<file path="src/rtl/regfile_wb_sink.sv">
// MIPS general-purpose register file fed by the writeback stage: byte-granular commit,
// two combinational read ports with write-to-read bypass. Define REGFILE_TRACE_EN for the commit trace.
module regfile_wb_sink #(
  parameter int NREG = 32,
  parameter int DW   = 32
) (
  input  logic          clk,
  input  logic          rst,
  input  logic [31:0]   wb_pc,
  input  logic [3:0]    wb_regwrite,
  input  logic [4:0]    wb_writereg,
  input  logic [DW-1:0] wb_result,
  input  logic [4:0]    raddr1,
  input  logic [4:0]    raddr2,
  output logic [DW-1:0] rdata1,
  output logic [DW-1:0] rdata2,
  output logic [31:0]   debug_wb_pc,
  output logic [3:0]    debug_wb_rf_wen,
  output logic [4:0]    debug_wb_rf_wnum,
  output logic [DW-1:0] debug_wb_rf_wdata,
  output logic [31:0]   debug_commit_cnt
);

  logic [DW-1:0] regs [1:NREG-1];
  logic          wr_valid;

  assign wr_valid = (wb_writereg != '0) && (int'(wb_writereg) < NREG);

  always_ff @(posedge clk or posedge rst) begin
    if (rst) begin
      for (int r = 1; r < NREG; r++) regs[r] <= '0;
    end else if (wr_valid) begin
      for (int b = 0; b < 4; b++)
        if (wb_regwrite[b]) regs[wb_writereg][8*b +: 8] <= wb_result[8*b +: 8];
    end
  end

  // Bypass presents the value the register will hold after the current edge.
  always_comb begin
    rdata1 = '0;
    rdata2 = '0;
    if (!rst) begin
      if (raddr1 != '0 && int'(raddr1) < NREG) rdata1 = regs[raddr1];
      if (raddr2 != '0 && int'(raddr2) < NREG) rdata2 = regs[raddr2];
      if (wr_valid) begin
        for (int b = 0; b < 4; b++) begin
          if (wb_regwrite[b] && raddr1 == wb_writereg) rdata1[8*b +: 8] = wb_result[8*b +: 8];
          if (wb_regwrite[b] && raddr2 == wb_writereg) rdata2[8*b +: 8] = wb_result[8*b +: 8];
        end
      end
    end
  end

`ifdef REGFILE_TRACE_EN
  logic [31:0] commit_cnt;
  logic [3:0]  trace_wen;

  assign trace_wen         = (rst || wb_writereg == '0) ? 4'b0000 : wb_regwrite;
  assign debug_wb_pc       = rst ? '0 : wb_pc;
  assign debug_wb_rf_wen   = trace_wen;
  assign debug_wb_rf_wnum  = rst ? '0 : wb_writereg;
  assign debug_wb_rf_wdata = rst ? '0 : wb_result;
  assign debug_commit_cnt  = commit_cnt;

  always_ff @(posedge clk or posedge rst) begin
    if (rst)             commit_cnt <= '0;
    else if (|trace_wen) commit_cnt <= commit_cnt + 32'd1;
  end
`else
  logic unused_trace;

  assign unused_trace      = ^wb_pc;
  assign debug_wb_pc       = '0;
  assign debug_wb_rf_wen   = '0;
  assign debug_wb_rf_wnum  = '0;
  assign debug_wb_rf_wdata = '0;
  assign debug_commit_cnt  = '0;
`endif

endmodule

</file>
<file path="config.mk">
export PLATFORM = sky130hd
export DESIGN_NAME = regfile_wb_sink
export DESIGN_NICKNAME = d
export VERILOG_FILES = /design/src/rtl/regfile_wb_sink.sv
export SDC_FILE = /design/constraint.sdc
export NUM_CORES = 2
export LEC_CHECK = 0
export ABC_AREA = 0
export ABC_CLOCK_PERIOD_IN_PS = 82700
export BUFFER_PORTS_ARGS = -buffer_cell sky130_fd_sc_hd__buf_2
export CAP_MARGIN = 30
export CORE_MARGIN = 3
export CORE_UTILIZATION = 30
export DETAILED_ROUTE_END_ITERATION = 8
export SLEW_MARGIN = 10
export SYNTH_ARGS = -nofsm -noshare
export SYNTH_HDL_FRONTEND = slang
export SYNTH_SLANG_ARGS = --single-unit
export TNS_END_PERCENT = 30
</file>
<file path="constraint.sdc">
create_clock -name clk -period 82.7 [get_ports clk]
set_input_delay 8.27 -clock clk [delete_from_list [all_inputs] [get_ports clk]]
set_output_delay 8.27 -clock clk [all_outputs]
set_load 0.01 [all_outputs]
</file>
Word level (Yosys, flattened, before mapping)
Index checks and enable logic that the tools add are counted.
- bits in registers: 992
- input port bits: 85
- output and inout port bits: 169
- word-level logic and storage cells: 91
- $lt $le $gt $ge: 4
- eq/ne operators: 2
- mux-type cells: 39
- bitwise gates (word level): 3
- reduce and logical (&&, ||, !) cells: 12
- operators by type and width (kind ; count):
    two-way mux 992 bit ; 7
    bitwise mux 992 bit ; 4
    demux 32 bit (select 5 bit) ; 4
    two-way mux 32 bit ; 11
    binary-select mux 32 bit (select 5 bit) ; 2
    two-way mux 8 bit ; 9
    two-way mux 24 bit ; 1
    greater-or-equal comparator 6 bit, second input constant ; 3
    inverter 5 -> 6 bit ; 3
    two-way mux 16 bit ; 1
    nonzero test 5 bit ; 3
    == test 5 bit ; 2
    logical AND 1 bit ; 9
    < comparator 6 x 1 -> 1 bit, second input constant ; 1

Depth between registers and ports, before layout
- word-level depth: 16
- gate-level depth with buffers: 9
- depth with buffers taken out: 5

Worst setup path after synthesis
No wires, ideal clock.
- kind: input-to-output
- start: in rst
- end: out rdata2[12]
- arrival: 31.775 ns
- data required time: 74.430 ns
- path slack: 42.655 ns
- stages on the path: 5
- path buffers: 1
- cell sequence: clkbuf_1 > inv_1 > o41a_1 > o31ai_1 > o41ai_1
- longest elaborated chain between the ends: 1
- RTL lines (element ; RTL line ; source):
    start, declared ; 8 ; input logic rst,
    two-way mux 32 bit ; 42 ; if (!rst) begin
    end, declared ; 16 ; output logic [DW-1:0] rdata2,
No other way between the ends.

Worst setup path in the final report
- start: in raddr2[1]
- end: out rdata2[24]
- longest elaborated chain between the ends: 8
- elaborated cells between the ends (all ways): 11
- classes of those cells: 1 x eq/ne; 7 x mux; 1 x bitwise; 2 x reduce/logical
- RTL lines (element ; RTL line ; source):
    start, declared ; 14 ; input logic [4:0] raddr2,
    inverter 5 -> 6 bit (not written as such) ; 44 ; if (raddr2 != '0 && int'(raddr2) < NREG) rdata2 = regs[raddr2];
    binary-select mux 32 bit (select 5 bit) ; 44 ;
    two-way mux 32 bit (not written as such) (2 in series) ; 44 ;
    two-way mux 32 bit ; 44 ;
    two-way mux 8 bit ; 48 ; if (wb_regwrite[b] && raddr2 == wb_writereg) rdata2[8*b +: 8] = wb_result[8*b +: 8];
    two-way mux 32 bit (*) ; 45 ; if (wr_valid) begin
    two-way mux 32 bit (*) ; 42 ;
Mark *: on every way between the ends. The rest lies on a longest branch, timed or not. The select of a mux whose other input is x is not followed.

==> results.cfg <==
[min_path]
hold_class = register to register
holdPathStages = 1
whs_endpoint = regs[181]
min_from = regs[181]

[logic_synthesis]
synth_compound_gate_area_share_pct = 6.25
synthFlopType = dfrtp_1
synthTopCellsByArea = dfrtp_1, mux2_2, mux4_2
synth_xor_area_share_pct = 0.158
ys_ff_latch = 992
synth_cell_type_count = 63
synthArstFlopShare_pct = 100
synth_top_area_share_pct = 44.7
synth_mux_area_share_pct = 40.2
yosysWarnings = 0
seq_area_frac_synth_pct = 44.7
syn-cell-area_mm2 = 0.0555
yosys.area_share.simple_pct = 4.45
synth_top_family_by_area = multiplexers
synthCells = 3892
synth_area_per_cell_um2 = 14.3
synth_area_leader_cell = dfrtp_1
synth-adder-area-share_pct = 0
synth-edff-count = 0

[sta]
relSlewSlack_pct = 23.8
rsz0062_at_grt = false
skew_ns = 0
fmax_ghz = 0.0482
finalMaxSlewViolations = 0
setup_tns_ns = 0
fin_crit_ns = 20.73
period_share_pct = 25.1
tightest_slew_ns = 1.13
hold_violations = 0
setup_violations = 0

[grt]
track_usage_pct = 18.6
first_global_vias = 36700
antenna_found_initial = 29
grt_first_pass_wirelength_mm = 264
grt_max_degree = 182
grt_overflow = 0

[worst_setup_path]
rrSetupSlack_ns = 81.87
slowest_stage = o41ai_2
r2r_cells = 1
required_ns = 74.43
worst_setup_path_end_kind = primary output
crit_arrival_ns = 12.46
worstPathCellList = buf_8, buf_12, buf_4, nor2b_2, a221oi_1, o31ai_1, a21oi_1, o41ai_2, buf_2
worstSetupPathType = primary input to primary output
slowest_delay_ns = 1.04
critical-path-top-delay-family = compound AO/OA/AOI/OAI gates
r2r-end = regs[175]
critPathLaunchType = primary input
path_buf_inv = 4
path_max_fanout = 88
r2r_start = regs[175]

[die]
rows = 157
dieArea_mm2 = 0.190
start_util_pct = 30.2
die_w_um = 436
chipHeight_um = 436
coreArea_mm2 = 0.183
num_io_pins = 254

[route]
via_per_inst = 5.63
vias = 36300
drtPass1Iterations = 5
drc = 0
routed_wl_mm = 181
drtIter0Drc = 3330
ant_nets = 0
routedWlPerCell_um = 28.1

[cells_and_area]
regMostFlops = regs
utilization_pct = 33.8
largest_reg_flops = 992
fillers = 17900
final_cells = 6457
syn_to_final_growth_pct = 11.8
final_area_mm2 = 0.0620
drive_gt1_share_pct = 51.0
final_cell_mix = mux2_2, dfrtp_1, mux4_2, buf_2, nand2_1
top_regs = regs x992
final_common_cell = mux2_2
layout.nets = 3979

[power]
sw_frac_of_total_pct = 28.1
peakVddDrop_mv = 0.0165
power_density_mw_per_mm2 = 23.6
comb_power_share_pct = 21.0
internal-power_mw = 1.05
p_leak_nw = 27.0
seqPwrFrac_pct = 44.3
p_switching_mw = 0.411
clkPwrFrac_pct = 34.8

[clock_tree]
cts-root-buf = clkbuf_16
clock_path_buffers = 3
worstSkewPairLatency_ns = 0.71
cts_resized = 0
path_clk_slew_ns = 0.06
cts_buffers = 101
post_cts_buffers = 0
ctsHtreeMaxLevel = 3
clock-sinks = 992
cts_tree = done
ctsHoldBuffers = 0

[status]
outcome = complete, no violations

[placed_design]
place_inst = 6249
dp_hpwl_mm = 120
globalplace.congestion = 0.899
postPlaceCellArea_mm2 = 0.0582
portBuffers = 116

[flow_run]
maxCapViolCount = 0
[how the worst max path moves through the flow]
stage / depth (start not counted) / endpoint / slack (ns) / from
floorplan: 5 / rdata2[12] / 42.65 / rst
global placement: 10 / rdata2[12] / 61.90 / raddr2[1]
detailed placement: 10 / rdata2[12] / 61.92 / raddr2[1]
CTS: 10 / rdata2[12] / 61.91 / raddr2[1]
global route: 8 / rdata2[25] / 61.93 / raddr2[0]
finish: 9 / rdata2[24] / 61.97 / raddr2[1]
[Yosys cell counts (43+ instances only)]
| master | n |
|---|---|
| buf_2 | 89 |
| clkbuf_1 | 177 |
| a221o_1 | 43 |
| dfrtp_1 | 992 |
| buf_4 | 123 |
| nor2_1 | 60 |
| nand2_1 | 108 |
| nand2_4 | 78 |
| mux2i_1 | 90 |
| mux4_2 | 376 |
| mux2_2 | 1120 |
| a21oi_1 | 59 |
| a22oi_1 | 94 |
[cell families (layout without fill, tap and decap cells)]
kind of cell | after synthesis | count (layout)
simple gates | 406 | 406
flops | 992 | 992
buf+inv | 425 | 409
compound gates | 441 | 441
xor+xnor | 10 | 10
other cells | 1 | 118
mux | 1617 | 1617
[area by class of cell]
type	count	area, um2	share of cell area [%]
clock inverters	45	692	1.12
well taps	2464	3080	4.97
multi-input cells	2579	28800	46.5
inverters	4	22.5	0.0363
flip-flops and latches	992	24800	40.0
clock buffers	144	2980	4.80
diodes	13	32.5	0.0524
repair buffers	216	1580	2.54
[stage by stage]
stage / total power [mW] / hold WS, ns / setup WS [ns]
2_1_floorplan: 0.875 / 0.475 / 42.65
6_report: 1.46 / 0.511 / 61.97
5_1_grt: 1.52 / 0.526 / 61.93
3_3_place_gp: 0.944 / 0.489 / 61.90
3_5_place_dp: 0.957 / 0.499 / 61.92
4_1_cts: 1.47 / 0.513 / 61.91
[per-layer routing]
metal	wire length, um	vias up	track usage (%)
met3	10800	380	2.97
met5	93	-	0
met4	11700	14	10.9
met1	74300	19600	24.2
li1	-	14900	-
met2	84600	1429	29.4
[power by group through the flow]
stage	clock network, mW	registers (mW)	logic [mW]
final	0.509	0.648	0.307
after global routing	0.535	0.659	0.327
after CTS	0.517	0.645	0.305
after detailed placement	0	0.653	0.304
after global placement	0	0.646	0.298
after floorplan	0	0.634	0.241
No activity file was read; power rests on OpenSTA's default activity.
